$ cat src/rtl/instr_loader_if.sv
// Byte-stream and instruction-memory IO-port bundle for instr_loader.
// master = loader side (consumes bytes, drives memory); slave = environment side.
interface instr_loader_if;
    logic [7:0]  rx_data;
    logic        rx_valid;
    logic        rx_ready;
    logic        io_sel;
    logic        we;
    logic        en;
    logic [31:0] addr_io;
    logic [31:0] din;

    modport master (
        input  rx_data, rx_valid,
        output rx_ready, io_sel, we, en, addr_io, din
    );

    modport slave (
        output rx_data, rx_valid,
        input  rx_ready, io_sel, we, en, addr_io, din
    );
endinterface

$ cat src/rtl/instr_loader.sv
// Boot-time loader: length-prefixed little-endian byte stream -> instruction memory writes.
// Optional macro LOADER_CHECKSUM_EN adds a trailing mod-256 payload checksum byte.
module instr_loader #(
    parameter logic [31:0] BASE_ADDR = 32'h0000_0000,
    parameter int unsigned MAX_WORDS = 32768
) (
    input  logic           clk,
    input  logic           rst,
    input  logic           start,
    instr_loader_if.master bus,
    output logic           busy,
    output logic           done,
    output logic           err,
    output logic [31:0]    word_cnt
);

    typedef enum logic [2:0] {
        S_IDLE,
        S_LEN,
        S_DATA,
        S_WRITE,
`ifdef LOADER_CHECKSUM_EN
        S_CSUM,
`endif
        S_FIN
    } state_t;

    state_t      r_state;
    logic [1:0]  r_byte_idx;
    logic [23:0] r_shift;
    logic [31:0] r_len;
    logic [31:0] r_word_cnt;
    logic [31:0] r_addr;
    logic [31:0] r_din;
    logic        r_rx_ready;
    logic        r_io_sel;
    logic        r_we;
    logic        r_en;
    logic        r_busy;
    logic        r_done;
    logic        r_err;
`ifdef LOADER_CHECKSUM_EN
    logic [7:0]  r_csum;
`endif

    logic        w_accept;
    logic        w_last_byte;
    logic [31:0] w_word;
    logic [31:0] w_cnt_inc;

    assign w_accept    = bus.rx_valid & r_rx_ready;
    assign w_last_byte = (r_byte_idx == 2'd3);
    // First three bytes sit in r_shift (oldest lowest), the 4th arrives on the bus.
    assign w_word      = {bus.rx_data, r_shift};
    assign w_cnt_inc   = r_word_cnt + 32'd1;

    // NOTE: every register below uses <= so all state updates see pre-edge values.
    always_ff @(posedge clk) begin
        if (rst) begin
            r_state    <= S_IDLE;
            r_byte_idx <= 2'd0;
            r_shift    <= 24'd0;
            r_len      <= 32'd0;
            r_word_cnt <= 32'd0;
            r_addr     <= 32'd0;
            r_din      <= 32'd0;
            r_rx_ready <= 1'b0;
            r_io_sel   <= 1'b0;
            r_we       <= 1'b0;
            r_en       <= 1'b0;
            r_busy     <= 1'b0;
            r_done     <= 1'b0;
            r_err      <= 1'b0;
`ifdef LOADER_CHECKSUM_EN
            r_csum     <= 8'd0;
`endif
        end else begin
            case (r_state)
                S_IDLE: begin
                    if (start) begin
                        r_done     <= 1'b0;
                        r_err      <= 1'b0;
                        r_word_cnt <= 32'd0;
                        r_byte_idx <= 2'd0;
`ifdef LOADER_CHECKSUM_EN
                        r_csum     <= 8'd0;
`endif
                        r_busy     <= 1'b1;
                        r_io_sel   <= 1'b1;
                        r_rx_ready <= 1'b1;
                        r_state    <= S_LEN;
                    end
                end

                S_LEN: begin
                    if (w_accept) begin
                        r_byte_idx <= r_byte_idx + 2'd1;
                        r_shift    <= {bus.rx_data, r_shift[23:8]};
                        if (w_last_byte) begin
                            r_len <= w_word;
                            if (w_word == 32'd0) begin
`ifdef LOADER_CHECKSUM_EN
                                r_state    <= S_CSUM;
`else
                                r_state    <= S_FIN;
                                r_rx_ready <= 1'b0;
`endif
                            end else begin
                                r_state <= S_DATA;
                            end
                        end
                    end
                end

                S_DATA: begin
                    if (w_accept) begin
                        r_byte_idx <= r_byte_idx + 2'd1;
                        r_shift    <= {bus.rx_data, r_shift[23:8]};
`ifdef LOADER_CHECKSUM_EN
                        r_csum     <= r_csum + bus.rx_data;
`endif
                        if (w_last_byte) begin
                            r_state    <= S_WRITE;
                            r_rx_ready <= 1'b0;
                            // Out-of-range words are consumed but never strobed.
                            if (r_word_cnt < MAX_WORDS) begin
                                r_we   <= 1'b1;
                                r_en   <= 1'b1;
                                r_addr <= BASE_ADDR + (r_word_cnt << 2);
                                r_din  <= w_word;
                            end
                        end
                    end
                end

                S_WRITE: begin
                    r_we       <= 1'b0;
                    r_en       <= 1'b0;
                    r_word_cnt <= w_cnt_inc;
                    if (!r_we) begin
                        r_err <= 1'b1;
                    end
                    if (w_cnt_inc == r_len) begin
`ifdef LOADER_CHECKSUM_EN
                        r_state    <= S_CSUM;
                        r_rx_ready <= 1'b1;
`else
                        r_state    <= S_FIN;
`endif
                    end else begin
                        r_state    <= S_DATA;
                        r_rx_ready <= 1'b1;
                    end
                end

`ifdef LOADER_CHECKSUM_EN
                S_CSUM: begin
                    if (w_accept) begin
                        if (bus.rx_data != r_csum) begin
                            r_err <= 1'b1;
                        end
                        r_rx_ready <= 1'b0;
                        r_state    <= S_FIN;
                    end
                end
`endif

                S_FIN: begin
                    r_busy   <= 1'b0;
                    r_io_sel <= 1'b0;
                    r_done   <= 1'b1;
                    r_state  <= S_IDLE;
                end

                default: begin
                    r_state <= S_IDLE;
                end
            endcase
        end
    end

    assign bus.rx_ready = r_rx_ready;
    assign bus.io_sel   = r_io_sel;
    assign bus.we       = r_we;
    assign bus.en       = r_en;
    assign bus.addr_io  = r_addr;
    assign bus.din      = r_din;
    assign busy         = r_busy;
    assign done         = r_done;
    assign err          = r_err;
    assign word_cnt     = r_word_cnt;

endmodule

$ cat src/flat_wrapper.sv
// flat-port wrapper written by rule: the top's interface ports become plain ports
module instr_loader_flat 
#(
    parameter logic [31:0] BASE_ADDR = 32'h0000_0000,
    parameter int unsigned MAX_WORDS = 32768
)
  (clk, rst, start, busy, done, err, word_cnt, bus_rx_data, bus_rx_valid, bus_rx_ready, bus_io_sel, bus_we, bus_en, bus_addr_io, bus_din);
  instr_loader_if bus_i ();
  input  logic clk;
  input  logic rst;
  input  logic start;
  output logic busy;
  output logic done;
  output logic err;
  output logic [31:0] word_cnt;
  input wire logic [$bits(bus_i.rx_data)-1:0] bus_rx_data;
  input wire logic [$bits(bus_i.rx_valid)-1:0] bus_rx_valid;
  output wire logic [$bits(bus_i.rx_ready)-1:0] bus_rx_ready;
  output wire logic [$bits(bus_i.io_sel)-1:0] bus_io_sel;
  output wire logic [$bits(bus_i.we)-1:0] bus_we;
  output wire logic [$bits(bus_i.en)-1:0] bus_en;
  output wire logic [$bits(bus_i.addr_io)-1:0] bus_addr_io;
  output wire logic [$bits(bus_i.din)-1:0] bus_din;
  assign bus_i.rx_data = bus_rx_data;
  assign bus_i.rx_valid = bus_rx_valid;
  assign bus_rx_ready = bus_i.rx_ready;
  assign bus_io_sel = bus_i.io_sel;
  assign bus_we = bus_i.we;
  assign bus_en = bus_i.en;
  assign bus_addr_io = bus_i.addr_io;
  assign bus_din = bus_i.din;
  instr_loader #(.BASE_ADDR(BASE_ADDR), .MAX_WORDS(MAX_WORDS)) u_core (.clk(clk), .rst(rst), .start(start), .bus(bus_i), .busy(busy), .done(done), .err(err), .word_cnt(word_cnt));
endmodule
$ cat config.mk
export PLATFORM = sky130hd
export DESIGN_NAME = instr_loader_flat
export DESIGN_NICKNAME = d
export VERILOG_FILES = /design/src/rtl/instr_loader_if.sv /design/src/rtl/instr_loader.sv /design/src/flat_wrapper.sv
export SDC_FILE = /design/constraint.sdc
export NUM_CORES = 1
export LEC_CHECK = 0
export BUFFER_PORTS_ARGS = -buffer_cell sky130_fd_sc_hd__buf_2
export CAP_MARGIN = 15
export CORE_AREA = 2 2 122 124
export CTS_CLUSTER_DIAMETER = 40
export DETAILED_ROUTE_END_ITERATION = 7
export DIE_AREA = 0 0 124 126
export PLACE_DENSITY = 0.7
export SYNTH_ARGS = -nofsm -noshare
export SYNTH_HDL_FRONTEND = slang
export SYNTH_SLANG_ARGS = --single-unit
export TNS_END_PERCENT = 5
$ cat constraint.sdc
create_clock -name clk -period 7 [get_ports clk]
set_clock_uncertainty 0.1 [all_clocks]
set_input_delay 1.05 -clock clk [delete_from_list [all_inputs] [get_ports clk]]
set_output_delay 1.05 -clock clk [all_outputs]
set_load 0.01 [all_outputs]
# Yosys cells after proc, flatten, opt, wreduce, memory -nomap -nowiden
# Cells that the tools add are included.
[op_classes]
add_sub_neg = 2
n_lt_le_gt_ge = 1
n_eq_ne = 16
muxes = 30
bitwise = 1
n_reduce_logical = 18
[ops]
columns = ["op", "count"]
rows = [
  ["case mux 32 bit (2 select lines)", 1],
  ["adder 32 x 1 -> 32 bit, second input constant", 1],
  ["equality test 32 bit", 1],
  ["zero test 32 bit", 1],
  ["less-than comparator 32 x 16 -> 1 bit, second input constant", 1],
  ["2-to-1 mux 32 bit", 1],
  ["2-to-1 mux 3 bit", 7],
  ["inequality test 2 x 1 -> 1 bit, second input constant", 7],
  ["2-to-1 mux 1 bit", 12],
  ["case mux 3 bit (4 select lines)", 1],
  ["AND reduction 3 bit", 3],
  ["case mux 1 bit (2 select lines)", 4],
  ["AND reduction 4 bit", 2],
  ["AND reduction 8 bit", 1],
  ["nonzero test 2 bit", 4],
  ["equality test 3 x 2 -> 1 bit, second input constant", 2],
  ["inequality test 2 bit, second input constant", 3],
  ["AND reduction 2 bit", 3],
  ["AND reduction 5 bit", 1],
  ["2-to-1 mux 2 bit", 2],
  ["case mux 1 bit (4 select lines)", 1],
  ["case mux 2 bit (2 select lines)", 1],
  ["nonzero test 4 bit", 1],
  ["equality test 3 x 1 -> 1 bit, second input constant", 1],
  ["6 further kinds", 6],
]
[totals]
register_bits = 160
inputBits = 12
output_inout_bits = 103
wordCells = 80

# Logic depth before layout (Yosys ltp)
[depth]
ltp_word = 5
mapped_depth = 10
ltp_nobuf = 9

# Worst setup path before layout
# No wires, ideal clock.
[synth_timing]
path_kind = "flip-flop to flip-flop"
startpoint = "register u_core.r_word_cnt[1] (netlist: u_core.word_cnt[1])"
endpoint = "register u_core.r_rx_ready (netlist: u_core.bus.rx_ready)"
setup_time_ps = 138
t_arrival_ps = 2893
t_required_ps = 6762
setup_slack_ps = 3869
path_stages_with_launch = 10
path_buffers = 0
period_less_slack_ps = 3131
path_cell_list = "dfxtp_1 > ha_1 > nand4_4 > or3_4 > or4_4 > xor2_1 > a2111oi_4 > nand4_2 > o31ai_2 > a221oi_1"
[synth_between]
elab_chain_len = 4
[synth_rtl]
columns = ["element", "line_no", "source"]
rows = [
  ["start, declared", "instr_loader.sv:32", "logic [31:0] r_word_cnt;"],
  ["start signal, assigned", "instr_loader.sv:139", "r_word_cnt <= w_cnt_inc;"],
  ["adder 32 x 1 -> 32 bit", "instr_loader.sv:55", "assign w_cnt_inc = r_word_cnt + 32'd1;"],
  ["equality test 32 bit", "instr_loader.sv:143", "if (w_cnt_inc == r_len) begin"],
  ["inequality test 2 bit (no source line)", "-", ""],
  ["AND reduction 8 bit (no source line)", "-", ""],
  ["end signal, assigned", "instr_loader.sv:67", "r_rx_ready <= 1'b0;"],
  ["end signal, assigned", "instr_loader.sv:90", "r_rx_ready <= 1'b1;"],
  ["end signal, assigned", "instr_loader.sv:152", "r_rx_ready <= 1'b1;"],
  ["end, declared", "instr_loader.sv:35", "logic r_rx_ready;"],
]
# No other way between the ends.
# A chain may end at the register's enable or synchronous reset.

# Final worst setup path
[layout_timing]
startpoint = "register u_core.r_word_cnt[0] (netlist: u_core.word_cnt[0])"
endpoint = "register u_core.r_rx_ready (netlist: u_core.bus.rx_ready)"
# The elaborated chain is that of the path after synthesis.

==> results.py <==
metrics = {
    "clock_tree": {
        "cts_root_buf": "clkbuf_16",
        "cts_tree": "done",
        "h-tree-depth": 4,
        "holdBufCountCts": 0,
        "cts_buffers": 17,
        "path_clk_slew_ps": 60,
        "postCtsSetupRepairBufs": 0,
        "cts.repair.resized": 0,
        "clock_latency_ps": 430,
        "cts_max_path_buffers": 2,
        "clock-sinks": 160,
    },
    "timing": {
        "finalCritPeriodShare_pct": 50.7,
        "final-setup-viol-count": 0,
        "slew_headroom_pct": 28.6,
        "tightest_slew_ps": 1070,
        "fmaxAchievable_mhz": 282,
        "finalHoldViolCount": 0,
        "period_needed_ps": 3550,
        "finalHoldWorstSlack_ps": 349,
        "tns_ps": 0,
        "timing.final.max_slew_violations": 0,
        "grt_setup_unrepaired": "false",
    },
    "die": {
        "die_y_um": 126,
        "num_rows": 44,
        "die_area_mm2": 0.0156,
        "die_w_um": 124,
        "initial_core_util_pct": 50.6,
        "coreArea_mm2": 0.0143,
        "ios": 115,
    },
    "logic_synthesis": {
        "synth_edf_count": 0,
        "yosysWarnings": 0,
        "synthCells": 951,
        "synth_top_area_share_pct": 44.2,
        "ys_ff_latch": 160,
        "ys_top_cells_by_area": "dfxtp_1 (44%), nand2_1 (13%), a21oi_1 (9.6%), clkbuf_1 (3.6%), xnor2_1 (3.1%)",
        "avgSynthCellArea_um2": 7.62,
        "synth_cell_types": 59,
        "synth_top_family_by_area": "simple AND/OR/NAND/NOR gates",
        "synth_commonest_cells": "nand2_1 (253), dfxtp_1 (160), a21oi_1 (139), clkbuf_1 (69), nor2_1 (53)",
        "synth_top_cell_by_area": "dfxtp_1",
        "synth_xor_area_share_pct": 5.08,
        "mappedNetlistArea_mm2": 0.00725,
        "synth-adder-area-share_pct": 0.345,
        "async_flop_share_pct": 0,
        "synth_compound_gate_area_share_pct": 16.0,
        "synth-simple-area-share_pct": 28.8,
        "yosysMostFrequentCell": "nand2_1",
        "synth.mux.area_fraction_pct": 0.587,
        "synthFlopType": "dfxtp_1",
        "seq_area_frac_synth_pct": 44.2,
    },
    "hold_path": {
        "whs_endpoint": "u_core.bus.din[5]",
        "hp-start": "u_core.bus.din[5]",
        "hold_depth": 2,
        "hp-class": "reg -> reg",
    },
    "route": {
        "drt_iter0_markers": 484,
        "route.vias.total": 6765,
        "wirelength_mm": 19.0,
        "wl_per_cell_um": 15.8,
        "drc": 0,
        "via_per_inst": 5.62,
        "ant_nets": 0,
        "drt_pass1_iterations": 5,
    },
    "global_route": {
        "gr-max-usage-layer": "met2",
        "grt_max_degree": 105,
        "grtUsageMet3_pct": 5.84,
        "grt_pass1_wl_mm": 31.1,
        "use_met1_pct": 35.3,
        "grt_util_met2_pct": 37.7,
        "grt_overflow": 0,
        "grt_pass1_vias": 6113,
        "grtUsageTotal_pct": 25.1,
        "antenna_found_initial": 0,
    },
    "placed_design": {
        "gp_congestion": 0.891,
        "hpwlAfterDp_mm": 12.8,
        "portBuffers": 112,
    },
    "power": {
        "ir_drop_mv": 0.151,
        "powerDensity_mw_per_mm2": 224,
        "cellLeakagePower_nw": 3.16,
    },
    "final_layout": {
        "syn_to_final_growth_pct": 15.0,
        "nFillCells": 1367,
        "drive_above_1_share_pct": 16.4,
        "n_antenna_cell": 0,
        "layout.nets": 1020,
    },
    "worst_setup_path": {
        "path_max_fanout": 12,
        "cp.arrival_ps": 3710,
        "worstReg2RegStart": "u_core.word_cnt[0]",
        "cp-end-kind": "flop",
        "rrSetupSlack_ps": 3450,
        "slowest_delay_ps": 650,
        "cpMaxStageDelayCell": "or4_4",
        "cp.required_ps": 7160,
        "path_cells": "ha_1 > nand4_4 > or3_4 > or4_4 > xor2_1 > a2111oi_4 > nand4_2 > o31ai_2 > a221oi_1",
        "critPathLaunchType": "flop",
        "ff2ff_path_depth": 9,
        "path_class": "reg -> reg",
        "reg2reg_to": "u_core.bus.rx_ready",
    },
    "run_status": {
        "status": "completed",
    },
    "job": {
        "drv_cap": 0,
    },
}
## registers in the layout, summed over array words and instances, names as in the netlist
signal,cells
u_core.r_shift,24
u_core.bus.din,32
u_core.r_byte_idx,2
u_core.done,1
u_core.r_len,32
u_core.word_cnt,32
u_core.busy,1
u_core.bus.rx_ready,1
u_core.bus.en,1
u_core.bus.addr_io,30
u_core.err,1
u_core.r_state,3
## how the worst max path moves through the flow
stage                       start             endpoint  cells after the start
5_1_grt        u_core.word_cnt[0]  u_core.bus.rx_ready                      9
3_3_place_gp   u_core.word_cnt[0]  u_core.bus.rx_ready                      9
6_report       u_core.word_cnt[0]  u_core.bus.rx_ready                      9
4_1_cts        u_core.word_cnt[0]  u_core.bus.rx_ready                      9
3_5_place_dp   u_core.word_cnt[0]  u_core.bus.rx_ready                      9
2_1_floorplan  u_core.word_cnt[1]  u_core.bus.rx_ready                      9
## kinds of logic after synthesis
| group | Yosys count |
|---|---|
| AOI/OAI and AO/OA | 205 |
| DFF | 160 |
| other | 1 |
| adders and majority gates | 2 |
| and+or+nand+nor | 451 |
| buffers and inverters | 86 |
| xor gates and xnor gates | 42 |
| muxes | 4 |
## placed cells by master (no fill, tap or decap), drive strengths merged, types with 3 or more instances in the layout
master,count
nor4,31
a21o,4
nand2,253
a211oi,3
xor2,16
nor3,25
dfxtp,160
and4,4
inv,8
or4,4
a21oi,139
xnor2,26
o21ai,29
and3,7
clkbuf,19
clkinv,5
nor2,53
a311oi,9
nand4,14
buf,118
a31oi,5
nand2b,3
or3,8
and2,18
nand3,19
## area by class of cell
type | count | area (µm²) | area share, %
sequential | 160 | 3200 | 38.4
tap | 184 | 230 | 2.76
clock inverter | 13 | 130 | 1.56
multi-input combinational | 706 | 3700 | 44.5
timing repair buffer | 118 | 608 | 7.30
inverter | 3 | 11.3 | 0.135
clock buffer | 19 | 443 | 5.32
## critical path: cells and delay by family, from the launching register on
family                     cells  cell delay (ps)
xor gates and xnor gates       1              210
and+or+nand+nor                4             1480
DFF                            1              530
AOI/OAI and AO/OA              3              690
adders and majority gates      1              370
## stage by stage
step                util, %  setup WS [ps]  instance area (µm²)  instances  total power, mW
finish                 58.2           3450                 8330       1203             1.86
global route           58.2           3290                 8330       1203             1.92
CTS                    58.2           3480                 8330       1203             1.88
detailed placement     54.2           3500                 7760       1171            0.982
global placement       54.2           3560                 7760       1171            0.982
floorplan                 -           3870                 7250        952            0.966
## per-layer routing
layer / part of all wire [%] / up-vias
met5: 0 / -
met4: 2.1 / 0
met3: 6.8 / 42
met2: 45 / 233
met1: 46 / 3115
li1: - / 3375
## where the power goes
| group | switching (mW) | internal, mW |
|---|---|---|
| Combinational | 0.0342 | 0.0103 |
| Clock | 0.394 | 0.507 |
| Sequential | 0.00415 | 0.913 |
Note: power is estimated with default switching activity, not from simulation.
